**src/rtl/serial_word_receiver.sv**
```systemverilog
// ---------------------------------------------------------------------------
// serial_word_receiver
//
// Receive end of a one-bit serial link. Waits for a start beat (an accepted
// beat with ser_data=1), shifts in WIDTH data bits LSB first, and presents the
// assembled word on a valid/ready port. Beats with ser_valid=0 are gaps and
// leave the state and the counter unchanged. Accepted zero beats in IDLE are
// idle fill and are ignored.
//
// Optional feature (compile-time macro PARITY_CHECK_EN):
//   defined   - one even-parity beat follows the data bits. The parity bit
//               must equal the XOR of the data bits. On a mismatch the word
//               is dropped and frame_err pulses for one cycle.
//   undefined - SHIFT goes straight to HOLD, and frame_err is tied to 0.
//
// Parameters:
//   WIDTH       data bits per word, 2..64
//
// Ports:
//   clk         rising-edge clock
//   rst_n       synchronous active-low reset
//   ser_valid   serial beat present this cycle
//   ser_data    serial bit value
//   ser_ready   receiver accepts a beat this cycle (0 only while a word is held)
//   word_valid  word_data holds a complete word
//   word_data   assembled word; bit 0 is the first data bit received
//   word_ready  consumer takes the word this cycle
//   frame_err   one-cycle pulse: parity mismatch, word dropped
// ---------------------------------------------------------------------------
module serial_word_receiver #(
  parameter int WIDTH = 32
) (
  input  logic             clk,
  input  logic             rst_n,
  input  logic             ser_valid,
  input  logic             ser_data,
  output logic             ser_ready,
  output logic             word_valid,
  output logic [WIDTH-1:0] word_data,
  input  logic             word_ready,
  output logic             frame_err
);

  localparam int CW = $clog2(WIDTH + 1);
  localparam logic [CW-1:0] LAST_BIT = CW'(WIDTH - 1);
  localparam logic [CW-1:0] MAX_CNT  = CW'(WIDTH);

  typedef enum logic [1:0] {
    IDLE   = 2'd0,
    SHIFT  = 2'd1,
`ifdef PARITY_CHECK_EN
    PARITY = 2'd2,
`endif
    HOLD   = 2'd3
  } state_t;

  state_t           state, state_nxt;
  logic [CW-1:0]    cnt, cnt_nxt;
  logic [WIDTH-1:0] sr, sr_nxt;
  logic [WIDTH-1:0] word_data_nxt;
  logic             accept;

  // Handshake flags are decoded straight from the state.
  assign ser_ready  = (state != HOLD);
  assign word_valid = (state == HOLD);
  assign accept     = ser_valid && ser_ready;

`ifdef PARITY_CHECK_EN
  logic frame_err_nxt;
`endif

  // -------------------------------------------------------------------------
  // Next-state logic
  // -------------------------------------------------------------------------
  always_comb begin
    // NOTE: every output of this block gets a default before the case, so no
    // path can leave a signal unassigned and infer a latch.
    state_nxt     = state;
    cnt_nxt       = cnt;
    sr_nxt        = sr;
    word_data_nxt = word_data;
`ifdef PARITY_CHECK_EN
    frame_err_nxt = 1'b0;
`endif

    case (state)
      IDLE: begin
        if (accept && ser_data) begin
          state_nxt = SHIFT;
          cnt_nxt   = '0;
        end
      end

      SHIFT: begin
        if (accept) begin
          // Shifting in from the top places beat number cnt at bit cnt once
          // all WIDTH beats have arrived, so bit 0 ends up as the first bit.
          sr_nxt  = {ser_data, sr[WIDTH-1:1]};
          cnt_nxt = cnt + 1'b1;
          if (cnt == LAST_BIT) begin
`ifdef PARITY_CHECK_EN
            state_nxt = PARITY;
`else
            state_nxt     = HOLD;
            word_data_nxt = sr_nxt;
`endif
          end
        end
      end

`ifdef PARITY_CHECK_EN
      PARITY: begin
        if (accept) begin
          if (ser_data == ^sr) begin
            state_nxt     = HOLD;
            word_data_nxt = sr;
          end else begin
            state_nxt     = IDLE;
            frame_err_nxt = 1'b1;
          end
        end
      end
`endif

      HOLD: begin
        // Any beat offered here is refused because ser_ready is low.
        if (word_ready) state_nxt = IDLE;
      end

      default: state_nxt = IDLE;
    endcase
  end

  // -------------------------------------------------------------------------
  // State registers
  // -------------------------------------------------------------------------
  // NOTE: state updates use non-blocking assignments so every register
  // samples the pre-edge values regardless of statement order.
  always_ff @(posedge clk) begin
    // NOTE: reset is synchronous, so it is just the first branch inside the
    // clocked block; rst_n does not appear in the sensitivity list.
    if (!rst_n) begin
      state     <= IDLE;
      cnt       <= '0;
      word_data <= '0;
    end else begin
      state     <= state_nxt;
      cnt       <= cnt_nxt;
      word_data <= word_data_nxt;
    end
  end

  // NOTE: the shift register has no reset: every bit is overwritten by a new
  // data beat before word_data can pick it up.
  always_ff @(posedge clk) begin
    sr <= sr_nxt;
  end

`ifdef PARITY_CHECK_EN
  always_ff @(posedge clk) begin
    if (!rst_n) frame_err <= 1'b0;
    else        frame_err <= frame_err_nxt;
  end
`else
  assign frame_err = 1'b0;
`endif

  // -------------------------------------------------------------------------
  // Word-path properties, checked on pre-edge values
  // -------------------------------------------------------------------------
  always_ff @(posedge clk) begin
    if (rst_n) begin
      assert (!(word_valid && frame_err));
      assert (cnt <= MAX_CNT);
      if (word_valid && !word_ready) assert (word_data_nxt == word_data);
    end
  end

endmodule

```
**config.mk**
```make
export PLATFORM = sky130hd
export DESIGN_NAME = serial_word_receiver
export DESIGN_NICKNAME = d
export VERILOG_FILES = /design/src/rtl/serial_word_receiver.sv
export SDC_FILE = /design/constraint.sdc
export NUM_CORES = 1
export LEC_CHECK = 0
export ABC_CLOCK_PERIOD_IN_PS = 4700
export CORE_AREA = 5 5 88 90
export DETAILED_ROUTE_END_ITERATION = 16
export DIE_AREA = 0 0 93 95
export DONT_BUFFER_PORTS = 1
export SLEW_MARGIN = 5
export SYNTH_ARGS = -nofsm -noshare
export SYNTH_HDL_FRONTEND = slang
export SYNTH_SLANG_ARGS = --single-unit
```
**constraint.sdc**
```tcl
create_clock -name clk -period 4.7 [get_ports clk]
set_clock_uncertainty 0.15 [all_clocks]
set_input_delay 0.94 -clock clk [delete_from_list [all_inputs] [get_ports clk]]
set_output_delay 0.94 -clock clk [all_outputs]
set_load 0.02 [all_outputs]
```
== Word level (Yosys, flattened, before mapping) ==
Index checks and enable logic that the tools add are counted.

* Eq/ne operators: 8
* Reduce and logical (&&, ||, !) cells: 8
* Mux-type cells: 8
* Add/sub/neg operators: 1

{| class="wikitable"
|+ Operators by type and width
! kind !! number
|-
| 6-bit 2-to-1 mux || 2
|-
| 6-bit case mux with 2 select lines || 1
|-
| 2-bit 2-to-1 mux || 4
|-
| 2-bit inequality test, second input constant || 4
|-
| 6-bit by 1-bit adder with 6-bit output, second input constant || 1
|-
| 6-bit by 5-bit equality test with 1-bit output, second input constant || 1
|-
| 2-bit case mux with 3 select lines || 1
|-
| 3-bit AND reduction || 2
|-
| 4-bit AND reduction || 1
|-
| 2-bit by 1-bit equality test with 1-bit output, second input constant || 1
|-
| 2-bit equality test, second input constant || 1
|-
| 1-bit logical AND || 2
|-
| 2-bit zero test || 1
|-
| 2-bit by 1-bit inequality test with 1-bit output, second input constant || 1
|-
| 2-bit AND reduction || 1
|-
| 2-bit nonzero test || 1
|}

* Output and inout bits: 35
* Register bits after elaboration: 72
* Bits of input ports: 5
* Word-level logic and storage cells: 29

== Longest topological paths before layout ==
* Depth after elaboration: 5
* Mapped depth: 6

== Worst setup path before layout ==
Ideal clock, no wire load.

* Path type: input to register
* Start: input port ser_valid
* End: register sr[10], enable pin
* Library setup time: 0.391 ns
* Arrival time: 1.711 ns
* Stages on the path: 1
* Required time: 4.159 ns
* Buffers on the path: 0
* Path slack: 2.448 ns
* Path through: and2_1

* Longest elaborated chain between the ends: 2

{| class="wikitable"
|+ Ends and longest elaborated chain
! item !! RTL line !! RTL
|-
| from (decl) || 35 || <nowiki>input logic ser_valid,</nowiki>
|-
| 1-bit logical AND || 66 || <nowiki>assign accept = ser_valid && ser_ready;</nowiki>
|-
| 2-bit AND reduction (no line) || n/a ||
|-
| to (signal assigned) || 156 || <nowiki>sr <= sr_nxt;</nowiki>
|-
| to (decl) || 59 || <nowiki>logic [WIDTH-1:0] sr, sr_nxt;</nowiki>
|}

Every way passes these cells.
A chain may end at the register's enable or synchronous reset.

== Worst setup path after layout ==
* Start: register cnt[0]
* End: register cnt[4]

* Longest elaborated chain between the ends: 3

{| class="wikitable"
|+ Ends and longest elaborated chain
! item !! RTL line !! RTL
|-
| from (decl) || 58 || <nowiki>logic [CW-1:0] cnt, cnt_nxt;</nowiki>
|-
| from (signal assigned) || 148 || <nowiki>cnt <= cnt_nxt;</nowiki>
|-
| 6-bit by 1-bit adder with 6-bit output || 99 || <nowiki>cnt_nxt = cnt + 1'b1;</nowiki>
|-
| 6-bit 2-to-1 mux || 95 || <nowiki>if (accept) begin</nowiki>
|-
| 6-bit case mux with 2 select lines || 86 || <nowiki>case (state)</nowiki>
|}

Every way passes these cells. The select of a mux whose other input is x is not followed.

==> impl_metrics.ini <==
[run]
cap_violations = 0

[min_path]
hold_start = sr[7]
hold_path_class = reg -> reg

[yosys]
synth_xor_area_frac = 0
ys_ff_latch = 71
yosys.area_share.simple = 0.133
synth_cells = 239
synth_top_area_cell = edfxtp_1
synth_cell_type_count = 31
yosysWarnings = 0
syn-num-nets = 245
ys_seq_area_frac = 0.635
synthMuxAreaShare = 0.00367
synth_area_leaders = edfxtp_1 34%, dfxtp_1 29%, o31ai_1 9.4%
synth_fa_ha_area_frac = 0.00459
syn_avg_cell_area_um2 = 11.4
netlist.area_leader.share = 0.342
synth_area_um2 = 2730
synth_top_family_by_area = compound AO/OA/AOI/OAI gates
synth_compound_area_frac = 0.175

[setup_path]
crit_required_ns = 4.81
startpoint_type = flip-flop
crit_path_max_fanout = 19
worstReg2RegStart = cnt[0]
arrival_ns = 2.57
path_cells = ha_1, nand3_1, buf_4, or4_1, a31oi_1
critical_path_class = reg -> reg
critPathMaxStageDelay_ns = 0.53
end_kind = flip-flop
startpoint = cnt[0]
slowest_stage = nand3_1

[sta]
setup_viol = 0
worst-slew-pin-transition_ns = 1.25
fin_crit_sh = 0.524
tns_ns = 0
fmax_mhz = 406
drv_slew = 0
grt_setup_unrepaired = no
hold_viol = 0
layout_min_cycle_time_ns = 2.46
maxSlewHeadroom = 0.169

[route]
vias_per_cell = 5.99
vias = 1888
ant_nets = 0
route.detailed.drc = 0
drt-initial-drc-count = 96
first_pass_iters = 4
drt_wl_total_um = 5890
wl_per_cell_um = 18.7

[grt]
grt_pass1_vias = 1828
grt_max_degree = 43
grt_first_pass_wirelength_um = 9580
grt-ovfl-total = 0
grt_use_total = 0.141
antenna_found_initial = 0

[power_and_ir_drop]
leakagePower_nw = 0.875
powerDensity_nw_per_um2 = 392
irDropWorstVdd_mv = 0.154

[floorplanning]
die_h_um = 95
core-area_um2 = 6980
dieWidth_um = 93
rows = 31
ios = 40
dieArea_um2 = 8840
start_util = 0.390

[final_layout]
layout_commonest_cell = dfxtp_1
diodes = 0
fin_util = 0.420
drive_gt1_frac = 0.0858
fin_nets = 234
layout_common_cells = 40 x dfxtp_1, 36 x a21oi_1, 34 x o31ai_1, 32 x nand4_1, 31 x edfxtp_1
multiInputGateArea_um2 = 868
regArea_um2 = 1730
syn2layout_area_growth_pct = 7.67
fillCellCount = 670

[placement]
routabilityCongestion = 0.725
place_hpwl_um = 3450
port_buffers = 0

[cts]
ctsResizeCount = 0
cts_tree = yes
clock_sinks = 71
cts-buffers-inserted = 9
clk_pin_slew_ns = 0.08
cts_setup_buffers = 0
htree_num_levels = 3
cts_hold_buf = 0
worstSkewPairLatency_ns = 0.34
clock-root-buffer = clkbuf_8
clockBufferDepth = 2

[status]
status = completed
power breakdown:
group / internal [mW] / total, mW / switching [mW]
combinational: 0.00557 / 0.0296 / 0.0240
clock: 0.244 / 0.466 / 0.222
sequential: 0.651 / 0.656 / 0.00518
layout make-up:
class / instances / share of cell area
clock buffer: 12 / 0.0461
clock inverter: 4 / 0.0162
inverter: 3 / 0.00384
multi-input combinational: 138 / 0.296
sequential: 71 / 0.590
tap: 82 / 0.0350
timing repair buffer: 5 / 0.0128
sequential cells by signal, indices dropped and copies added (netlist names):
| name | cells |
|---|---|
| cnt | 6 |
| word_data | 32 |
| state | 2 |
| sr | 31 |
cell families after synthesis:
group           Yosys count
buf+inv                  30
simple gates             59
mux                       1
compound gates           76
fa+ha+maj                 1
other cells               1
flops                    71
critical path: cells and delay by family, from the launching register on:
family                     cells  cell delay (ns)
DFF                            1             0.38
AOI/OAI and AO/OA              1             0.16
adders and majority gates      1             0.20
buffers and inverters          1             0.44
and+or+nand+nor                2             1.04
metrics by stage:
stage | setup slack [ns] | std cells | hold WS [ns] | area, um^2 | total power [mW]
CTS | 2.25 | 315 | 0.303 | 2930 | 1.16
finish | 2.24 | 315 | 0.301 | 2930 | 1.15
global placement | 2.35 | 299 | 0.282 | 2750 | 0.699
detailed placement | 2.29 | 299 | 0.285 | 2750 | 0.700
floorplan | 2.45 | 239 | 0.276 | 2730 | 0.692
global route | 2.09 | 315 | 0.310 | 2930 | 1.19
layer usage:
metal / part of all wire / routed length (um) / GRT usage / vias up
li1: - / - / - / 914
met1: 0.47 / 2790 / 0.170 / 923
met2: 0.45 / 2640 / 0.219 / 46
met3: 0.069 / 407 / 0.0614 / 5
met4: 0.0085 / 50 / 0.0623 / 0
met5: 0 / 0 / 0 / -
cell usage after synthesis, drive strengths merged:
library cell	number
a211oi	1
a21oi	36
a22oi	1
a31oi	1
and2	1
and3	1
and3b	1
buf	4
clkbuf	23
conb	1
dfxtp	40
edfxtp	31
ha	1
inv	3
mux2i	1
nand2	4
nand2b	1
nand3	4
nand3b	2
nand4	32
nand4b	1
nor2	4
nor2b	2
nor4	1
o21ai	2
o31ai	34
o32a	1
or3b	1
or4	3
or4bb	1
path summary, 6_finish.rpt:
| path | end | slack, ns | depth (start not counted) |
|---|---|---|---|
| max reg2reg | cnt[4] | 2.24 | 5 |
| min | sr[6] | 0.30 | 0 |
| min reg2reg | sr[6] | 0.30 | 0 |
| max | cnt[4] | 2.24 | 5 |
No activity file was read; power rests on OpenSTA's default activity.
